**src/rtl/sram_fifo_pkg.sv**
```systemverilog
// Shared constants and types for the SRAM-backed FIFO controller
// and its output prefetch buffer.
package sram_fifo_pkg;
    localparam int DATA_WIDTH  = 8;
    localparam int ADDR_WIDTH  = 4;
    localparam int RAM_DEPTH   = 16;
    localparam int BUF_DEPTH   = 2;
    localparam int COUNT_WIDTH = 5;

    typedef logic [DATA_WIDTH-1:0]  data_t;
    typedef logic [ADDR_WIDTH-1:0]  addr_t;
    typedef logic [COUNT_WIDTH-1:0] count_t;
    typedef logic [1:0]             bcnt_t;
endpackage

```
**src/rtl/sram_fifo_outbuf.sv**
```systemverilog
// Two-entry output buffer that absorbs the SRAM read latency; entry 0 is
// always the head, entry 1 the word behind it.
module sram_fifo_outbuf
    import sram_fifo_pkg::*;
(
    input  logic  clk,
    input  logic  rst_n,
    input  logic  push_i,
    input  data_t data_i,
    input  logic  pop_i,
    output bcnt_t count_o,
    output data_t head_o
);
    bcnt_t cnt_q, cnt_d;
    data_t e0_q, e0_d;
    data_t e1_q, e1_d;

    always_comb begin
        cnt_d = cnt_q;
        e0_d  = e0_q;
        e1_d  = e1_q;
        case ({push_i, pop_i})
            2'b10: begin
                if (cnt_q == 2'd0) e0_d = data_i;
                else               e1_d = data_i;
                cnt_d = cnt_q + 2'd1;
            end
            2'b01: begin
                e0_d  = e1_q;
                cnt_d = cnt_q - 2'd1;
            end
            2'b11: begin
                // Pop and fill together: occupancy is unchanged, data shifts.
                if (cnt_q == 2'd2) begin
                    e0_d = e1_q;
                    e1_d = data_i;
                end else begin
                    e0_d = data_i;
                end
            end
            default: ;
        endcase
    end

    always_ff @(posedge clk) begin
        if (!rst_n) cnt_q <= '0;
        else        cnt_q <= cnt_d;
        e0_q <= e0_d;
        e1_q <= e1_d;
    end

    assign count_o = cnt_q;
    assign head_o  = e0_q;
endmodule

```
**src/rtl/sram_fifo_ctrl.sv**
```systemverilog
// FIFO controller for the 16x8 1r1w SRAM macro: writes pushes straight to the
// array and prefetches reads into a 2-entry buffer for one-word-per-cycle pops.
module sram_fifo_ctrl
    import sram_fifo_pkg::*;
(
    input  logic   clk,
    input  logic   rst_n,
    input  logic   in_valid,
    output logic   in_ready,
    input  data_t  in_data,
    output logic   out_valid,
    input  logic   out_ready,
    output data_t  out_data,
    output count_t count,
    output logic   full,
    output logic   empty,
    output logic   sram_csb0,
    output addr_t  sram_addr0,
    output data_t  sram_din0,
    output logic   sram_csb1,
    output addr_t  sram_addr1,
    input  data_t  sram_dout1
);
    localparam logic [ADDR_WIDTH:0] MEM_FULL = (ADDR_WIDTH+1)'(RAM_DEPTH);

    addr_t                wptr_q, wptr_d;
    addr_t                rptr_q, rptr_d;
    logic [ADDR_WIDTH:0]  mem_count_q, mem_count_d;
    logic                 rd_inflight_q, rd_inflight_d;
    bcnt_t                buf_count;
    data_t                buf_head;
    logic                 push_fire, pop_fire, rd_issue;
    logic [2:0]           pending;

    assign in_ready  = rst_n & (mem_count_q != MEM_FULL);
    assign full      = rst_n & (mem_count_q == MEM_FULL);
    assign out_valid = rst_n & (buf_count != 2'd0);
    assign push_fire = in_valid & in_ready;
    assign pop_fire  = out_valid & out_ready;

    // Words already committed to the buffer, counting a read still in flight.
    assign pending  = {1'b0, buf_count} + {2'b00, rd_inflight_q};
    assign rd_issue = rst_n & (mem_count_q != '0) & ((pending < 3'd2) | pop_fire);

    assign count = count_t'(mem_count_q) + count_t'(buf_count) + count_t'(rd_inflight_q);
    assign empty = (count == '0);

    assign sram_csb0  = ~push_fire;
    assign sram_addr0 = push_fire ? wptr_q  : '0;
    assign sram_din0  = push_fire ? in_data : '0;
    assign sram_csb1  = ~rd_issue;
    assign sram_addr1 = rd_issue ? rptr_q : '0;

    assign out_data = out_valid ? buf_head : '0;

    always_comb begin
        wptr_d        = wptr_q;
        rptr_d        = rptr_q;
        mem_count_d   = mem_count_q;
        rd_inflight_d = rd_issue;
        if (push_fire) wptr_d = wptr_q + addr_t'(1);
        if (rd_issue)  rptr_d = rptr_q + addr_t'(1);
        case ({push_fire, rd_issue})
            2'b10:   mem_count_d = mem_count_q + 1'b1;
            2'b01:   mem_count_d = mem_count_q - 1'b1;
            default: ;
        endcase
    end

    always_ff @(posedge clk) begin
        if (!rst_n) begin
            wptr_q        <= '0;
            rptr_q        <= '0;
            mem_count_q   <= '0;
            rd_inflight_q <= 1'b0;
        end else begin
            wptr_q        <= wptr_d;
            rptr_q        <= rptr_d;
            mem_count_q   <= mem_count_d;
            rd_inflight_q <= rd_inflight_d;
        end
    end

    // A read in flight across reset is dropped because rd_inflight_q clears.
    sram_fifo_outbuf u_outbuf (
        .clk     (clk),
        .rst_n   (rst_n),
        .push_i  (rd_inflight_q),
        .data_i  (sram_dout1),
        .pop_i   (pop_fire),
        .count_o (buf_count),
        .head_o  (buf_head)
    );
endmodule

```
**config.mk**
```make
export PLATFORM = sky130hd
export DESIGN_NAME = sram_fifo_ctrl
export DESIGN_NICKNAME = d
export VERILOG_FILES = /design/src/rtl/sram_fifo_pkg.sv /design/src/rtl/sram_fifo_outbuf.sv /design/src/rtl/sram_fifo_ctrl.sv
export SDC_FILE = /design/constraint.sdc
export NUM_CORES = 1
export LEC_CHECK = 0
export CORE_ASPECT_RATIO = 1.2
export CORE_MARGIN = 10
export CORE_UTILIZATION = 50
export DETAILED_ROUTE_END_ITERATION = 7
export GPL_ROUTABILITY_DRIVEN = 0
export HOLD_SLACK_MARGIN = 0.15
export PLACE_DENSITY = 0.85
export SLEW_MARGIN = 40
export SYNTH_ARGS = -nofsm -noshare
export SYNTH_HDL_FRONTEND = slang
export SYNTH_SLANG_ARGS = --single-unit
export TNS_END_PERCENT = 100
```
**constraint.sdc**
```tcl
create_clock -name clk -period 4.5 [get_ports clk]
set_clock_uncertainty 0.2 [all_clocks]
set_input_delay 0.675 -clock clk [delete_from_list [all_inputs] [get_ports clk]]
set_output_delay 0.675 -clock clk [all_outputs]
set_load 0.02 [all_outputs]
```
==> out/results.tsv <==
stage	metric	value	unit
timing	fin_ws	0.961	ns
synth	syn_nets	215	
global_route	grt_pass1_vias	1434	
die	initial_core_util	51.3	%
clock_tree	clock_sinks	32	
power_and_ir_drop	peakVddDrop	352	uV
timing	relSlewSlack	56.9	%
setup_path	crit_path_end_kind	output pin	
clock_tree	cts_max_level	2	
synth	yosysSeqAreaShare	43.7	%
power_and_ir_drop	power_density	552	nW/um^2
route	firstDrtPassIters	4	
placed_design	post-place-ws	1.04	ns
clock_tree	hold_buffers	0	
route	drt_wl_total	4060	microns
timing	slew_viol_final	0	
route	wl_per_cell	14.7	microns
setup_path	critical_path.max_stage_delay	0.65	ns
final_layout	seqCellArea	801	sq um
setup_path	slowest_stage	clkdlybuf4s50_1	
synth	ys_ff_latch	32	
power_and_ir_drop	p_leak	0.967	nW
final_layout	fillers	270	
final_layout	area_growth	34.0	%
die	dieArea	6500	sq um
timing	finalCritPeriodShare	78.7	%
setup_path	path_class	reg2out	
setup_path	crit_buf_inv	2	
synth	postSynthCellCount	183	
timing	setup_tns	0	ns
global_route	grt-ovfl-total	0	
timing	grt_setup_unrepaired	false	
timing	max_freq	283	MHz
synth	netlist-cell-type-count	39	
setup_path	crit_required	3.62	ns
placed_design	port_buffers	54	
route	drt_iter0_markers	68	
final_layout	nets	268	
final_layout	multiInputGateArea	930	sq um
final_layout	diodes	0	
hold_path	hold_path.class	reg2reg	
clock_tree	cts-resized-gates	0	
synth	syn_area	1830	sq um
die	fp.dieW	75.3	microns
timing	max_slew.worst_pin.slew	0.647	ns
setup_path	crit_fanout	7	
setup_path	path_common_cell	fa_1	
global_route	grt_pass1_wl	6690	microns
setup_path	path_cells	fa_1 > inv_1 > fa_1 > nor2_1 > xnor2_1 > nor4_1 > clkdlybuf4s50_1	
placed_design	dp_hpwl	3140	microns
route	ant_nets	0	
final_layout	fin_area	2460	sq um
die	die-height	86.3	microns
route	vias	1462	
setup_path	start_kind	flop	
clock_tree	clk_pin_slew	0.06	ns
clock_tree	tritoncts	done	
global_route	antenna_found_initial	0	
timing	setup_viol_count_final	0	
global_route	grt_max_degree	18	
clock_tree	cts_root_buf	clkbuf_8	
timing	whs	0.252	ns
global_route	grt.total_usage	13.1	%
die	rows	24	
clock_tree	clock_latency	0.28	ns
run_status	outcome	completed	
flow_run	cap_violations	0	
route	via_per_inst	5.30	
setup_path	crit_family	buffers and inverters	
clock_tree	cts_setup_buffers	0	
synth	yosysWarnings	0	
die	core	3570	sq um
die	top_level_ports	55	
synth	avgSynthCellArea	10.0	sq um
setup_path	crit_arrival	2.66	ns
timing	hold_violations	0	
timing	min_period	3.54	ns
route	drc	0	
placed_design	placed_cell_area	2380	sq um
clock_tree	clk_path_buf_depth	2	
final_layout	drive_gt1_share	6.33	%
clock_tree	cts_inserted_buffers	5	
stage by stage:
step                total power, W  util, %  cells
finish                     0.00136     68.7    276
global route               0.00145     68.7    276
detailed placement         0.00116     66.5    268
global placement           0.00115     66.5    268
floorplan                 0.000931        -    183
CTS                        0.00137     68.7    276
final timing paths:
| path | start | slack, ns | depth (start not counted) | to |
|---|---|---|---|---|
| setup reg to reg | mem_count_q[1] | 1.39 | 10 | mem_count_q[4] |
| hold reg to reg | rptr_q[3] | 0.25 | 1 | rptr_q[3] |
| setup / recovery | u_outbuf.count_o[0] | 0.96 | 7 | empty |
| hold / removal | rptr_q[3] | 0.25 | 1 | rptr_q[3] |
flip-flops by register name (all words and copies together) (netlist names):
signal and flops:
mem_count_q 5, rd_inflight_q 1, rptr_q 4, u_outbuf.count_o 2
u_outbuf.e1_q 8, u_outbuf.head_o 8, wptr_q 4
kinds of logic after synthesis:
kind of cell,after synthesis,share of synthesized area [%]
buf+inv,21,5.60
xor+xnor,10,4.78
fa+ha+maj,12,9.01
flops,32,43.7
compound gates,32,12.8
simple gates,70,20.8
mux,6,3.28
layer usage:
layer | global-route usage (%) | up-vias | wire length (microns)
met2 | 22.0 | 42 | 2040
met1 | 14.0 | 679 | 1640
met3 | 6.29 | 6 | 319
met4 | 4.06 | 0 | 57
met5 | 0 | - | 0
li1 | - | 735 | -
cells in the final DEF, fill, tap and decap left out, types with 2 or more instances in the layout:
cell type / instances
a21o_1: 2
a21oi_1: 8
a22o_1: 8
and2_1: 25
buf_4: 2
clkbuf_8: 5
clkdlybuf4s50_1: 54
clkinv_1: 2
dfxtp_1: 16
edfxtp_1: 16
fa_1: 2
ha_1: 10
inv_1: 8
inv_2: 3
mux2i_1: 6
nand2_1: 13
nand2b_1: 2
nand3_1: 2
nor2_1: 12
nor2b_1: 3
nor3_1: 2
o21ai_0: 5
o21ai_1: 3
or3_1: 3
xnor2_1: 6
xor2_1: 4
cell type report:
cell class                 count  share of cell area [%]
clock buffer                   6                    2.95
clock inverter                 2                   0.306
inverter                      11                    1.68
multi-input combinational    130                    37.9
sequential                    32                    32.6
tap                           39                    1.99
timing repair buffer          56                    22.6
Yosys cell counts, drive strengths merged:
master  instances  area share, %
and2           25            8.5
dfxtp          16             17
edfxtp         16             26
nand2          14            3.0
nor2           12            2.5
inv            11            2.3
ha             10            6.8
a21oi           8            2.2
a22o            8            3.8
o21ai           8            2.2
clkbuf          6            1.2
mux2i           6            3.3
xnor2           6            2.9
buf             4            2.1
xor2            4            1.9
nor2b           3            1.0
or3             3            1.0
a21o            2           0.82
fa              2            2.2
nand2b          2           0.68
nand3           2           0.55
nor3            2           0.55
o221a           2            1.7
a211oi          1           0.41
a31oi           1           0.34
and3b           1           0.48
nand3b          1           0.41
nand4           1           0.34
nor4            1           0.34
nor4b           1           0.48
o211a           1           0.96
o31ai           1           0.41
or2             1           0.34
or4             1           0.61
where the power goes:
part	switching [W]	internal, W	leakage, nW
Combinational	0.000366	0.000332	0.650
Clock	0.0000985	0.000105	0.0403
Sequential	0.0000745	0.000381	0.277
Total	0.000539	0.000818	0.967
Power figures use the tool's default switching activity.
